[src/rtl/shift_rotate.sv]
// 8-bit registered barrel shifter/rotator (SLL, SRL, ROL, ROR by 0..7).
// Result, carry-out and zero flag appear one clock after a valid input.
module shift_rotate #(
    parameter int WIDTH = 8,
    parameter int CNT_W = 3
) (
    input  logic             clk,
    input  logic             rst,
    input  logic             in_valid,
    input  logic [CNT_W-1:0] shiftCount,
    input  logic [WIDTH-1:0] data,
    input  logic [1:0]       operation,
    output logic [WIDTH-1:0] result,
    output logic             carry_out,
    output logic             zero,
    output logic             out_valid
);

    typedef enum logic [1:0] {
        OP_SLL = 2'b00,
        OP_SRL = 2'b01,
        OP_ROL = 2'b10,
        OP_ROR = 2'b11
    } op_e;

    logic [WIDTH-1:0] result_q, result_d;
    logic             carry_q, carry_d;
    logic             zero_q, zero_d;
    logic             valid_q, valid_d;

    // Logical shifts carry one guard bit so the last bit shifted out falls into it.
    logic [WIDTH:0]   sll_0, sll_1, sll_2, sll_3;
    logic [WIDTH:0]   srl_0, srl_1, srl_2, srl_3;
    logic [WIDTH-1:0] rol_0, rol_1, rol_2, rol_3;
    logic [WIDTH-1:0] ror_0, ror_1, ror_2, ror_3;
    logic [WIDTH-1:0] shifted;
    logic             shifted_carry;
    logic             count_nonzero;

    always_comb begin
        sll_0 = {1'b0, data};
        sll_1 = shiftCount[0] ? (sll_0 << 1) : sll_0;
        sll_2 = shiftCount[1] ? (sll_1 << 2) : sll_1;
        sll_3 = shiftCount[2] ? (sll_2 << 4) : sll_2;

        srl_0 = {data, 1'b0};
        srl_1 = shiftCount[0] ? (srl_0 >> 1) : srl_0;
        srl_2 = shiftCount[1] ? (srl_1 >> 2) : srl_1;
        srl_3 = shiftCount[2] ? (srl_2 >> 4) : srl_2;

        rol_0 = data;
        rol_1 = shiftCount[0] ? {rol_0[WIDTH-2:0], rol_0[WIDTH-1]}   : rol_0;
        rol_2 = shiftCount[1] ? {rol_1[WIDTH-3:0], rol_1[WIDTH-1:WIDTH-2]} : rol_1;
        rol_3 = shiftCount[2] ? {rol_2[WIDTH-5:0], rol_2[WIDTH-1:WIDTH-4]} : rol_2;

        ror_0 = data;
        ror_1 = shiftCount[0] ? {ror_0[0],   ror_0[WIDTH-1:1]} : ror_0;
        ror_2 = shiftCount[1] ? {ror_1[1:0], ror_1[WIDTH-1:2]} : ror_1;
        ror_3 = shiftCount[2] ? {ror_2[3:0], ror_2[WIDTH-1:4]} : ror_2;
    end

    always_comb begin
        count_nonzero = (shiftCount != '0);
        shifted       = data;
        shifted_carry = 1'b0;
        case (op_e'(operation))
            OP_SLL: begin
                shifted       = sll_3[WIDTH-1:0];
                shifted_carry = sll_3[WIDTH];
            end
            OP_SRL: begin
                shifted       = srl_3[WIDTH:1];
                shifted_carry = srl_3[0];
            end
            OP_ROL: begin
                shifted       = rol_3;
                shifted_carry = count_nonzero & rol_3[0];
            end
            OP_ROR: begin
                shifted       = ror_3;
                shifted_carry = count_nonzero & ror_3[WIDTH-1];
            end
            default: begin
                shifted       = data;
                shifted_carry = 1'b0;
            end
        endcase
    end

    // Outputs hold their last values while in_valid is low.
    always_comb begin
        result_d = result_q;
        carry_d  = carry_q;
        zero_d   = zero_q;
        valid_d  = in_valid;
        if (in_valid) begin
            result_d = shifted;
            carry_d  = shifted_carry;
            zero_d   = (shifted == '0);
        end
    end

    always_ff @(posedge clk) begin
        if (rst) begin
            result_q <= '0;
            carry_q  <= 1'b0;
            zero_q   <= 1'b1;
            valid_q  <= 1'b0;
        end else begin
            result_q <= result_d;
            carry_q  <= carry_d;
            zero_q   <= zero_d;
            valid_q  <= valid_d;
        end
    end

    assign result    = result_q;
    assign carry_out = carry_q;
    assign zero      = zero_q;
    assign out_valid = valid_q;

endmodule

[config.mk]
export PLATFORM = sky130hd
export DESIGN_NAME = shift_rotate
export DESIGN_NICKNAME = d
export VERILOG_FILES = /design/src/rtl/shift_rotate.sv
export SDC_FILE = /design/constraint.sdc
export NUM_CORES = 1
export LEC_CHECK = 0
export BUFFER_PORTS_ARGS = -buffer_cell sky130_fd_sc_hd__buf_2
export CORE_ASPECT_RATIO = 2
export CORE_UTILIZATION = 40
export CTS_CLUSTER_SIZE = 25
export DETAILED_ROUTE_END_ITERATION = 10
export PLACE_DENSITY = 0.68
export SYNTH_ARGS = -nofsm -noshare
export SYNTH_HDL_FRONTEND = slang
export SYNTH_SLANG_ARGS = --single-unit
[constraint.sdc]
create_clock -name clk -period 4.6 [get_ports clk]
set_clock_uncertainty 0.05 [all_clocks]
set_input_delay 0.23 -clock clk [delete_from_list [all_inputs] [get_ports clk]]
set_output_delay 0.23 -clock clk [all_outputs]
set_load 0.02 [all_outputs]
==> results.md <==
- Worst-case setup margin in the final layout: 2.56 ns
- Detailed-router iteration count before antenna repair: 4
- Required time at the endpoint of the critical path: 4.70 ns
- Library cell with the highest instance count after synthesis: sky130_fd_sc_hd__nor2_1
- Min Tclk post-route: around 2.0 ns
- Finish-stage setup viols: 0
- Slew of the pin with the lowest slew margin: 0.582 ns
- Arrival time at the worst endpoint: approximately 2.1 ns
- Number of input and output port buffers inserted: 26
- Clock-pin slew on the worst setup and hold paths: roughly 0.05 ns
- Most used flip-flop cell after synthesis: sky130_fd_sc_hd__dfxtp_1
- DRT iter0 DRCs: 54
- RSZ-0062 raised after global routing: no
- Utilization after layout: 0.463
- Initial core utilization: 0.418
- Maximum buffer depth of the clock tree: 2
- Max Clk Rate: 491 MHz
- Fin nets: slightly below 200
- Die height: 83.2 um
- Global-route usage over all layers: 0.226
- Worst Setup Start Kind: input pin
- H-tree depth: 1
- Peak supply drop: between 0.1 and 0.15 mV
- Worst max-slew margin expressed relative to the limit: 0.612
- Mapped cell area: roughly 1300 um2
- Post-DP HPWL: approximately 3.0 mm
- Number of flops mapped to enable cells by yosys: 0
- Avg Cell Area, Syn: approximately 8 um2
- Yosys synthesis warning count: 0
- Pin count of the biggest net entering global routing: 29
- Antenna violations before repair: 0
- Hold_buf cts: 0
- Number of diodes added for antenna fixing: 0
- Layout filler cell count: between 300 and 400
- Number of global-route vias before repair: around 1400
- TritonCTS clock tree: yes
- Gate Count Post-Synth: approximately 170
- Unique cell type count in the Yosys netlist: 51
- Clock network latency to the later pin of the worst-skew pair: about 0.23 ns
- Critical Path End Type: register
- Row count: 29
- Number of gates given a new drive strength after cts: 0
- Sequential fraction of the synthesis area: 0.167
- Max-capacitance violation count: 0
- Routed wire length: approximately 3.7 mm
- Number of vias per cell: between 6 and 7
- Outcome: finished, final reports clean
- Post-CTS setup buffers: 0
- Final-report max-slew violation count: 0
- Power density over the cells: ~230 nW/um2
- DRC violations left: 0
- Library cell used as clock root buffer: sky130_fd_sc_hd__clkbuf_8
- Count of pins on the block boundary: 27
- Most common library cells after synthesis: 13 x sky130_fd_sc_hd__nor2_1, 11 x sky130_fd_sc_hd__a21oi_1, 11 x sky130_fd_sc_hd__dfxtp_1, 11 x sky130_fd_sc_hd__nand2_1, 9 x sky130_fd_sc_hd__mux2i_1
- Number of CTS-inserted buffers: 3
- Worst setup path class: input pin to register
- Synth area leaders: sky130_fd_sc_hd__dfxtp_1 17%, sky130_fd_sc_hd__mux2i_1 6.8%, sky130_fd_sc_hd__mux2_1 5.1%
- Clock sink count: 11
- Layout cells sized above 1: 0.247
- Avg WL per Cell: 17.5 um
- Die W: 42.6 um
- Flip-flop and latch count after synthesis: 11
- Type of the worst min-delay path: input pin to register
- First-pass GRT wire length: 6.28 mm
- Async set-reset flop share out of synthesis: 0
- Post-route fraction of the period consumed by the critical path: 0.443
- Mapped Nets: approximately 180
- Leakage power of the design: around 0.61 nW
- Count of vias placed by the detailed router: about 1400
- Antenna-violating nets left: 0
- Area of the die: approximately 3500 um2
- Area inside the core boundary: 3160 um2
- Portion of synthesized cell area occupied by the leading cell type: 0.167
- Layout-stage area growth over the synthesis result: 10.9%
- Largest area contributor in the synthesized netlist: sky130_fd_sc_hd__dfxtp_1
- Grt total ovfl: 0
- Largest driver fanout on the critical path: 28
- Total negative slack for setup checks: 0 ns
- DP Worst Slack: 2.33 ns
- Final weighted congestion of routability-driven global placement: 0.978
- Hold Vio Cnt, Final: 0
## per-layer routing
| layer | wire, um | share of wire | up-vias | track usage |
|---|---|---|---|---|
| li1 | - | - | 669 | - |
| met1 | 1350 | 0.36 | 664 | 0.226 |
| met2 | 1900 | 0.51 | 63 | 0.393 |
| met3 | 141 | 0.038 | 28 | 0.0196 |
| met4 | 335 | 0.090 | 0 | 0.196 |
| met5 | 0 | 0 | - | 0 |
## placed cells by master, fill, tap and decap left out, types with 4 or more instances in the layout
cell type                  synthesis  routed
sky130_fd_sc_hd__a211oi_1          6       6
sky130_fd_sc_hd__a31oi_1           4       4
sky130_fd_sc_hd__o22ai_1           4       4
sky130_fd_sc_hd__o21ai_1           4       4
sky130_fd_sc_hd__mux2_1            6       6
sky130_fd_sc_hd__mux2i_1           9       9
sky130_fd_sc_hd__nor2b_1           4       4
sky130_fd_sc_hd__buf_2             5      26
sky130_fd_sc_hd__nand3_1           7       7
sky130_fd_sc_hd__nand2b_1          4       4
sky130_fd_sc_hd__dfxtp_1          11      11
sky130_fd_sc_hd__o31ai_1           4       4
sky130_fd_sc_hd__a21oi_1          11      11
sky130_fd_sc_hd__nand2_1          11      11
sky130_fd_sc_hd__nor2_1           13      13
sky130_fd_sc_hd__inv_1             4       4
## power breakdown
part	internal [W]	switching [W]
clock	0.0000606	0.0000334
sequential	0.000103	0.00000313
combinational	0.0000560	0.0000849
## per-stage QoR
step	cell area, um2	power [W]	std cells	hold WS (ns)
CTS	1460	0.000342	213	0.231
floorplan	1320	0.000211	165	0.252
global route	1460	0.000359	213	0.257
global placement	1420	0.000244	209	0.400
detailed placement	1420	0.000247	209	0.410
finish	1460	0.000341	213	0.236
## sequential cells by signal (all words and copies together) (netlist names)
name       flops
result         8
out_valid      1
zero           1
carry_out      1
## critical path, stage by stage
cell and delay (ns):
sky130_fd_sc_hd__buf_2 0.46, sky130_fd_sc_hd__mux4_2 0.59, sky130_fd_sc_hd__nor2_2 0.12, sky130_fd_sc_hd__nor4_1 0.09, sky130_fd_sc_hd__nor4_4 0.28, sky130_fd_sc_hd__nand4_1 0.12
sky130_fd_sc_hd__o31ai_1 0.24
## cell type report
class / instances / area (um2) / area share
sequential: 11 / 220 / 0.151
timing repair buffer: 26 / 130 / 0.0890
multi-input combinational: 135 / 1010 / 0.688
inverter: 6 / 22.5 / 0.0154
tap: 31 / 38.8 / 0.0265
clock buffer: 4 / 45.0 / 0.0308
## kinds of logic after synthesis
family,share of synthesized area
AOI/OAI and AO/OA,0.305
buffers and inverters,0.0702
DFF,0.167
muxes,0.241
and+or+nand+nor,0.217
## final timing paths
path,startpoint,end,slack [ns],depth (start not counted)
worst max-delay path,shiftCount[1],zero$_SDFFE_PP1P_,2.56,7
worst min-delay path,rst,out_valid$_SDFF_PP0_,0.24,2
worst max register to register,result[0]$_SDFFE_PP0P_,result[0]$_SDFFE_PP0P_,3.87,2
worst min register to register,result[7]$_SDFFE_PP0P_,result[7]$_SDFFE_PP0P_,0.42,2
(Power assumes the default switching activity.)
